$ cat config.mk
export PLATFORM = sky130hd
export DESIGN_NAME = matmul_seq_flat
export DESIGN_NICKNAME = d
export VERILOG_FILES = /design/src/rtl/matmul_seq_if.sv /design/src/rtl/matmul_seq.sv /design/src/flat_wrapper.sv
export SDC_FILE = /design/constraint.sdc
export NUM_CORES = 1
export LEC_CHECK = 0
export BUFFER_PORTS_ARGS = -buffer_cell sky130_fd_sc_hd__buf_2
export CORE_MARGIN = 2
export CORE_UTILIZATION = 50
export DETAILED_ROUTE_END_ITERATION = 6
export PLACE_DENSITY_LB_ADDON = 0.08
export RECOVER_POWER = 50
export SETUP_SLACK_MARGIN = 0.4
export SYNTH_ARGS = -nofsm -noshare
export SYNTH_HDL_FRONTEND = slang
export SYNTH_SLANG_ARGS = --single-unit
$ cat constraint.sdc
create_clock -name clk -period 5.1 [get_ports clk]
set_input_delay 0.255 -clock clk [delete_from_list [all_inputs] [get_ports clk]]
set_output_delay 0.255 -clock clk [all_outputs]
set_load 0.01 [all_outputs]
$ cat src/rtl/matmul_seq_if.sv
// Control/address bundle between the matrix-multiply loop sequencer and its core.
// Master drives run parameters and stall; slave (the sequencer) drives addresses and strobes.
interface matmul_seq_if #(
  parameter int WIDTH = 16
);
  logic             start;
  logic [WIDTH-1:0] dim_m;
  logic [WIDTH-1:0] dim_k;
  logic [WIDTH-1:0] dim_n;
  logic [WIDTH-1:0] base_a;
  logic [WIDTH-1:0] base_b;
  logic [WIDTH-1:0] base_c;
  logic             stall;
  logic [WIDTH-1:0] addr_a;
  logic [WIDTH-1:0] addr_b;
  logic             rd_valid;
  logic             acc_clr;
  logic [WIDTH-1:0] addr_c;
  logic             wr_en;
  logic             busy;
  logic             done;

  modport master (
    output start, dim_m, dim_k, dim_n, base_a, base_b, base_c, stall,
    input  addr_a, addr_b, rd_valid, acc_clr, addr_c, wr_en, busy, done
  );

  modport slave (
    input  start, dim_m, dim_k, dim_n, base_a, base_b, base_c, stall,
    output addr_a, addr_b, rd_valid, acc_clr, addr_c, wr_en, busy, done
  );
endinterface

$ cat src/rtl/matmul_seq.sv
// i/j/k loop sequencer for C = A x B: one MAC read per FETCH cycle, one write-back per WRITE cycle.
// Latency: first read the cycle after start; stall freezes everything. MATSEQ_TRANSPOSE_B_EN selects N x K storage of B.
module matmul_seq #(
  parameter int WIDTH = 16
) (
  input  logic        clk,
  input  logic        rst,
  matmul_seq_if.slave bus
);

  localparam logic [1:0] S_IDLE  = 2'd0;
  localparam logic [1:0] S_FETCH = 2'd1;
  localparam logic [1:0] S_WRITE = 2'd2;
  localparam logic [1:0] S_DONE  = 2'd3;

  localparam logic [WIDTH-1:0] ONE  = WIDTH'(1);
  localparam logic [WIDTH-1:0] ZERO = '0;

  logic [1:0]       state_q, state_d;
  logic [WIDTH-1:0] i_q, i_d;
  logic [WIDTH-1:0] j_q, j_d;
  logic [WIDTH-1:0] k_q, k_d;
  logic [WIDTH-1:0] dim_m_q, dim_m_d;
  logic [WIDTH-1:0] dim_k_q, dim_k_d;
  logic [WIDTH-1:0] dim_n_q, dim_n_d;
  logic [WIDTH-1:0] base_b_q, base_b_d;
  logic [WIDTH-1:0] row_a_q, row_a_d;
  logic [WIDTH-1:0] col_b_q, col_b_d;
  logic [WIDTH-1:0] addr_a_q, addr_a_d;
  logic [WIDTH-1:0] addr_b_q, addr_b_d;
  logic [WIDTH-1:0] addr_c_q, addr_c_d;

  // B stride per k step and per column step, depending on storage order of B.
  logic [WIDTH-1:0] step_k_b;
  logic [WIDTH-1:0] step_j_b;
`ifdef MATSEQ_TRANSPOSE_B_EN
  assign step_k_b = ONE;
  assign step_j_b = dim_k_q;
`else
  assign step_k_b = dim_n_q;
  assign step_j_b = ONE;
`endif

  logic last_k;
  logic last_j;
  logic last_i;
  assign last_k = (k_q == dim_k_q - ONE);
  assign last_j = (j_q == dim_n_q - ONE);
  assign last_i = (i_q == dim_m_q - ONE);

  always_comb begin
    state_d  = state_q;
    i_d      = i_q;
    j_d      = j_q;
    k_d      = k_q;
    dim_m_d  = dim_m_q;
    dim_k_d  = dim_k_q;
    dim_n_d  = dim_n_q;
    base_b_d = base_b_q;
    row_a_d  = row_a_q;
    col_b_d  = col_b_q;
    addr_a_d = addr_a_q;
    addr_b_d = addr_b_q;
    addr_c_d = addr_c_q;

    case (state_q)
      S_IDLE: begin
        if (bus.start) begin
          dim_m_d  = bus.dim_m;
          dim_k_d  = bus.dim_k;
          dim_n_d  = bus.dim_n;
          base_b_d = bus.base_b;
          i_d      = ZERO;
          j_d      = ZERO;
          k_d      = ZERO;
          row_a_d  = bus.base_a;
          col_b_d  = bus.base_b;
          addr_a_d = bus.base_a;
          addr_b_d = bus.base_b;
          addr_c_d = bus.base_c;
          if ((bus.dim_m != ZERO) && (bus.dim_k != ZERO) && (bus.dim_n != ZERO)) begin
            state_d = S_FETCH;
          end else begin
            state_d = S_DONE;
          end
        end
      end

      S_FETCH: begin
        if (!bus.stall) begin
          if (last_k) begin
            state_d = S_WRITE;
          end else begin
            k_d      = k_q + ONE;
            addr_a_d = addr_a_q + ONE;
            addr_b_d = addr_b_q + step_k_b;
          end
        end
      end

      S_WRITE: begin
        if (!bus.stall) begin
          addr_c_d = addr_c_q + ONE;
          k_d      = ZERO;
          if (last_i && last_j) begin
            state_d = S_DONE;
          end else if (last_j) begin
            // Next row of C: A row base advances by K, B restarts at column 0.
            state_d  = S_FETCH;
            j_d      = ZERO;
            i_d      = i_q + ONE;
            row_a_d  = row_a_q + dim_k_q;
            addr_a_d = row_a_q + dim_k_q;
            col_b_d  = base_b_q;
            addr_b_d = base_b_q;
          end else begin
            state_d  = S_FETCH;
            j_d      = j_q + ONE;
            addr_a_d = row_a_q;
            col_b_d  = col_b_q + step_j_b;
            addr_b_d = col_b_q + step_j_b;
          end
        end
      end

      default: begin
        state_d = S_IDLE;
      end
    endcase
  end

  always_ff @(posedge clk or negedge rst) begin
    if (!rst) begin
      state_q  <= S_IDLE;
      i_q      <= '0;
      j_q      <= '0;
      k_q      <= '0;
      dim_m_q  <= '0;
      dim_k_q  <= '0;
      dim_n_q  <= '0;
      base_b_q <= '0;
      row_a_q  <= '0;
      col_b_q  <= '0;
      addr_a_q <= '0;
      addr_b_q <= '0;
      addr_c_q <= '0;
    end else begin
      state_q  <= state_d;
      i_q      <= i_d;
      j_q      <= j_d;
      k_q      <= k_d;
      dim_m_q  <= dim_m_d;
      dim_k_q  <= dim_k_d;
      dim_n_q  <= dim_n_d;
      base_b_q <= base_b_d;
      row_a_q  <= row_a_d;
      col_b_q  <= col_b_d;
      addr_a_q <= addr_a_d;
      addr_b_q <= addr_b_d;
      addr_c_q <= addr_c_d;
    end
  end

  // Strobes are combinational so a stall suppresses them in the same cycle.
  assign bus.addr_a   = addr_a_q;
  assign bus.addr_b   = addr_b_q;
  assign bus.addr_c   = addr_c_q;
  assign bus.rd_valid = (state_q == S_FETCH) && !bus.stall;
  assign bus.acc_clr  = (state_q == S_FETCH) && !bus.stall && (k_q == ZERO);
  assign bus.wr_en    = (state_q == S_WRITE) && !bus.stall;
  assign bus.busy     = (state_q == S_FETCH) || (state_q == S_WRITE);
  assign bus.done     = (state_q == S_DONE);

endmodule

$ cat src/flat_wrapper.sv
// flat-port wrapper written by rule: the top's interface ports become plain ports
module matmul_seq_flat 
#(
  parameter int WIDTH = 16
)
  (clk, rst, bus_start, bus_dim_m, bus_dim_k, bus_dim_n, bus_base_a, bus_base_b, bus_base_c, bus_stall, bus_addr_a, bus_addr_b, bus_rd_valid, bus_acc_clr, bus_addr_c, bus_wr_en, bus_busy, bus_done);
  matmul_seq_if #(.WIDTH(WIDTH)) bus_i ();
  input  logic clk;
  input  logic rst;
  input wire logic [$bits(bus_i.start)-1:0] bus_start;
  input wire logic [$bits(bus_i.dim_m)-1:0] bus_dim_m;
  input wire logic [$bits(bus_i.dim_k)-1:0] bus_dim_k;
  input wire logic [$bits(bus_i.dim_n)-1:0] bus_dim_n;
  input wire logic [$bits(bus_i.base_a)-1:0] bus_base_a;
  input wire logic [$bits(bus_i.base_b)-1:0] bus_base_b;
  input wire logic [$bits(bus_i.base_c)-1:0] bus_base_c;
  input wire logic [$bits(bus_i.stall)-1:0] bus_stall;
  output wire logic [$bits(bus_i.addr_a)-1:0] bus_addr_a;
  output wire logic [$bits(bus_i.addr_b)-1:0] bus_addr_b;
  output wire logic [$bits(bus_i.rd_valid)-1:0] bus_rd_valid;
  output wire logic [$bits(bus_i.acc_clr)-1:0] bus_acc_clr;
  output wire logic [$bits(bus_i.addr_c)-1:0] bus_addr_c;
  output wire logic [$bits(bus_i.wr_en)-1:0] bus_wr_en;
  output wire logic [$bits(bus_i.busy)-1:0] bus_busy;
  output wire logic [$bits(bus_i.done)-1:0] bus_done;
  assign bus_i.start = bus_start;
  assign bus_i.dim_m = bus_dim_m;
  assign bus_i.dim_k = bus_dim_k;
  assign bus_i.dim_n = bus_dim_n;
  assign bus_i.base_a = bus_base_a;
  assign bus_i.base_b = bus_base_b;
  assign bus_i.base_c = bus_base_c;
  assign bus_i.stall = bus_stall;
  assign bus_addr_a = bus_i.addr_a;
  assign bus_addr_b = bus_i.addr_b;
  assign bus_rd_valid = bus_i.rd_valid;
  assign bus_acc_clr = bus_i.acc_clr;
  assign bus_addr_c = bus_i.addr_c;
  assign bus_wr_en = bus_i.wr_en;
  assign bus_busy = bus_i.busy;
  assign bus_done = bus_i.done;
  matmul_seq #(.WIDTH(WIDTH)) u_core (.clk(clk), .rst(rst), .bus(bus_i));
endmodule
==> results.md <==
* Post-synth EDFFs at 0
* Post-CTS Setup Inserts at 0
* Failing checks: DRC, capacitance limit, slew limit
* Startpoint type of the worst setup path: register
* Die width at 167 µm
* Final HPWL DP at 28.6 mm
* Layout Skew at 0.0227 ns
* Tmin final at 4.42 ns
* Crit Path Max Fanout at 21
* Register area share after synthesis at 36.5%
* TritonCTS clock tree: yes
* Setup TNS at 0 ns
* Number of top-level pins at 153
* Synth Area in Adders at 4.44%
* Area grow syn2layout at 11.6%
* CTS Buf Count at 17
* CTS Buffer Depth at 2
* Die area at 27,900 µm²
* Pwr Density at 680 nW/µm²
* Hold Crit Class: in2reg
* Initial Util at 50.9%
* Most used DFF post-synth: dfrtp_1
* Final core occ at 56.8%
* Post-Route WL at 39.4 mm
* Gate Count Post-Synth at 1,492
* Final ANT Viol Nets at 0
* Flops & latches, synth at 194
* # DRC at 6
* CTS Root Buffer Type: clkbuf_16
* Post-synthesis cell area at 13,300 µm²
* P_leak at 0.00630 µW
* Vias/cell at 6.10
* Clock sinks at 194
* Setup WS post-layout at 0.677 ns
* GRT Total Usage at 28.3%
* Status: finished with violations
* Yosys Warn Count at 0
* Synth cell types at 76
* Max-cap violations at 2
* Core area at 26,100 µm²
* Nets@finish at 1,747
* RSZ-0062 raised after global routing: no
* Syn_nets at 1,638
* Global-route wire length before repair at 63.0 mm
* Power, Total at 10,100 µW
* Initial antenna violation count at 0
* Clock Latency Late Sink at 0.45 ns
* CP Capture Type: register
* Residual overflow from global routing at 0
* Number of diodes at 0
* Kind of critical path: reg2reg
* Routability cong. at 0.904
* Wirelength per Cell at 20.2 µm
* Final period util at 86.7%
* # setup viols final at 0
* Synth Area in XOR/XNOR at 8.09%
* # port buffers at 152
* Mux share of post-synthesis cell area at 9.58%
* Die height at 167 µm
* Iteration-0 DRC Markers at 1,226
* Peak supply drop at 0.285 mV
* Row Count at 59
* CP arrival at 4.75 ns
* CTS H-tree lvls at 4
* Largest net degree at the start of global routing at 95
* Post-synthesis simple-gate area fraction at 19.7%
* Syn_area_per_cell at 8.92 µm²
* Complex-gate fraction of the synthesized area at 18.0%
* DR pass1 iterations at 7
* Post-synth ARST share at 100%
* DP Worst Slack at 0.640 ns
* Max_slew headroom at -66.1%
* Actual slew at the worst max-slew pin at 2.49 ns
* Largest family of logic cells by synthesized area: simple AND/OR/NAND/NOR gates
* Clk pin slew, worst setup/hold paths at 0.09 ns
* Worst EP required at 5.43 ns
* Vias post-DR at 11,900
* Hold Violations, Final at 0
* F_max at 226 MHz
* Max-slew violation count at 95
* Share of layout cells above drive strength 1 at 16.6%
* Number of global-route vias before repair at 11,100
## logic make-up after synthesis
kind of cell               after synthesis
AOI/OAI and AO/OA                      361
xor gates and xnor gates               123
muxes                                  116
adders and majority gates               46
buffers and inverters                  122
DFF                                    194
and+or+nand+nor                        530
## cell usage after synthesis, types with 18 or more instances
library cell,count,area [µm²]
o31ai_1,23,173
a21oi_1,72,360
nor4_1,30,188
a211oi_1,23,173
dfrtp_1,194,4850
nor2_1,140,526
o21ai_0,82,410
a21o_1,27,203
xnor2_1,79,692
or3_1,18,113
xor2_1,44,385
clkbuf_1,63,236
nand3_1,62,310
a31oi_1,19,119
and3_1,25,156
mux2i_1,25,250
nor3_1,30,150
mux2_2,91,1020
inv_1,38,143
nand2_1,126,473
ha_1,44,551
## power by group
group	internal [µW]	total [µW]	switching, µW
clock network	662	1380	716
logic	2400	5630	3230
registers	2160	3090	924
## routing by layer
metal / wire, µm / vias up / GRT usage (%)
li1: - / 5709 / -
met3: 2220 / 35 / 4.09
met1: 18600 / 5788 / 41.9
met4: 607 / 0 / 6.73
met2: 17900 / 365 / 43.8
met5: 0 / - / 0
## timing repair
item	CTS	global route
resized for setup	0	1
endpoints found under the setup margin	0	25
hold endpoints to repair	92	0
hold buffers	1	0
## final timing paths
kind	startpoint	slack, ns	cells after the start	to
worst max-delay path	u_core.dim_n_q[1]$_DFFE_PN0P_	0.68	12	u_core.j_q[4]$_DFFE_PN0P_
worst min-delay path	bus_base_c[5]	0.03	3	u_core.bus.addr_c[5]$_DFFE_PN0P_
worst max register to register	u_core.dim_n_q[1]$_DFFE_PN0P_	0.68	12	u_core.j_q[4]$_DFFE_PN0P_
worst min register to register	u_core.base_b_q[8]$_DFFE_PN0P_	0.51	1	u_core.base_b_q[8]$_DFFE_PN0P_
max in group asynchronous	rst	1.50	3	u_core.dim_n_q[10]$_DFFE_PN0P_
min in group asynchronous	rst	1.06	2	u_core.j_q[3]$_DFFE_PN0P_
## state kept, by name, indices dropped and copies added (netlist names)
signal,count
u_core.base_b_q,16
u_core.dim_m_q,16
u_core.i_q,16
u_core.col_b_q,16
u_core.dim_n_q,16
u_core.bus.addr_a,16
u_core.bus.addr_c,16
u_core.k_q,16
u_core.state_q,2
u_core.bus.addr_b,16
u_core.j_q,16
u_core.row_a_q,16
u_core.dim_k_q,16
## layout make-up
| class | count | area (µm²) |
|---|---|---|
| Tap cell | 335 | 419 |
| Sequential cell | 194 | 4850 |
| Clock inverter | 14 | 159 |
| Clock buffer | 18 | 429 |
| Inverter | 40 | 150 |
| Multi-Input combinational cell | 1176 | 7980 |
| Timing Repair Buffer | 172 | 860 |
| Fill cell | 2435 | 11300 |
## worst max-delay path: stages, from the launching register on
cell and delay, ns:
dfrtp_1 0.46, inv_1 0.09, ha_1 0.20, or4b_2 0.67, or2_2 0.32, nor4bb_1 0.38, o2111a_1 0.25, nand4_2 0.16
or4_1 0.73, and2_1 0.37, buf_4 0.30, nand2_1 0.23, o21ai_0 0.12
## placed cells by master (no fill, tap or decap), drive strengths merged, types with 8 or more instances in the layout
| master | n |
|---|---|
| a211oi | 23 |
| a21o | 27 |
| a21oi | 72 |
| a22oi | 12 |
| a31oi | 19 |
| and2 | 9 |
| and3 | 25 |
| buf | 119 |
| clkbuf | 70 |
| clkinv | 8 |
| dfrtp | 194 |
| ha | 44 |
| inv | 46 |
| mux2 | 91 |
| mux2i | 25 |
| nand2 | 126 |
| nand2b | 9 |
| nand3 | 63 |
| nand4 | 18 |
| nor2 | 141 |
| nor2b | 10 |
| nor3 | 30 |
| nor4 | 30 |
| o21a | 8 |
| o21ai | 82 |
| o22ai | 17 |
| o31ai | 23 |
| or2 | 9 |
| or3 | 18 |
| or4 | 17 |
| xnor2 | 79 |
| xor2 | 44 |
## metrics by stage
step	cell area (µm²)	cells	hold WS (ns)
final	14900	1949	0.0267
after global routing	14900	1949	0.0214
after CTS	14900	1949	0.0187
after detailed placement	14300	1916	0.395
after global placement	14300	1916	0.397
after floorplan	13300	1492	-0.0406
No activity file was read; power rests on OpenSTA's default activity.
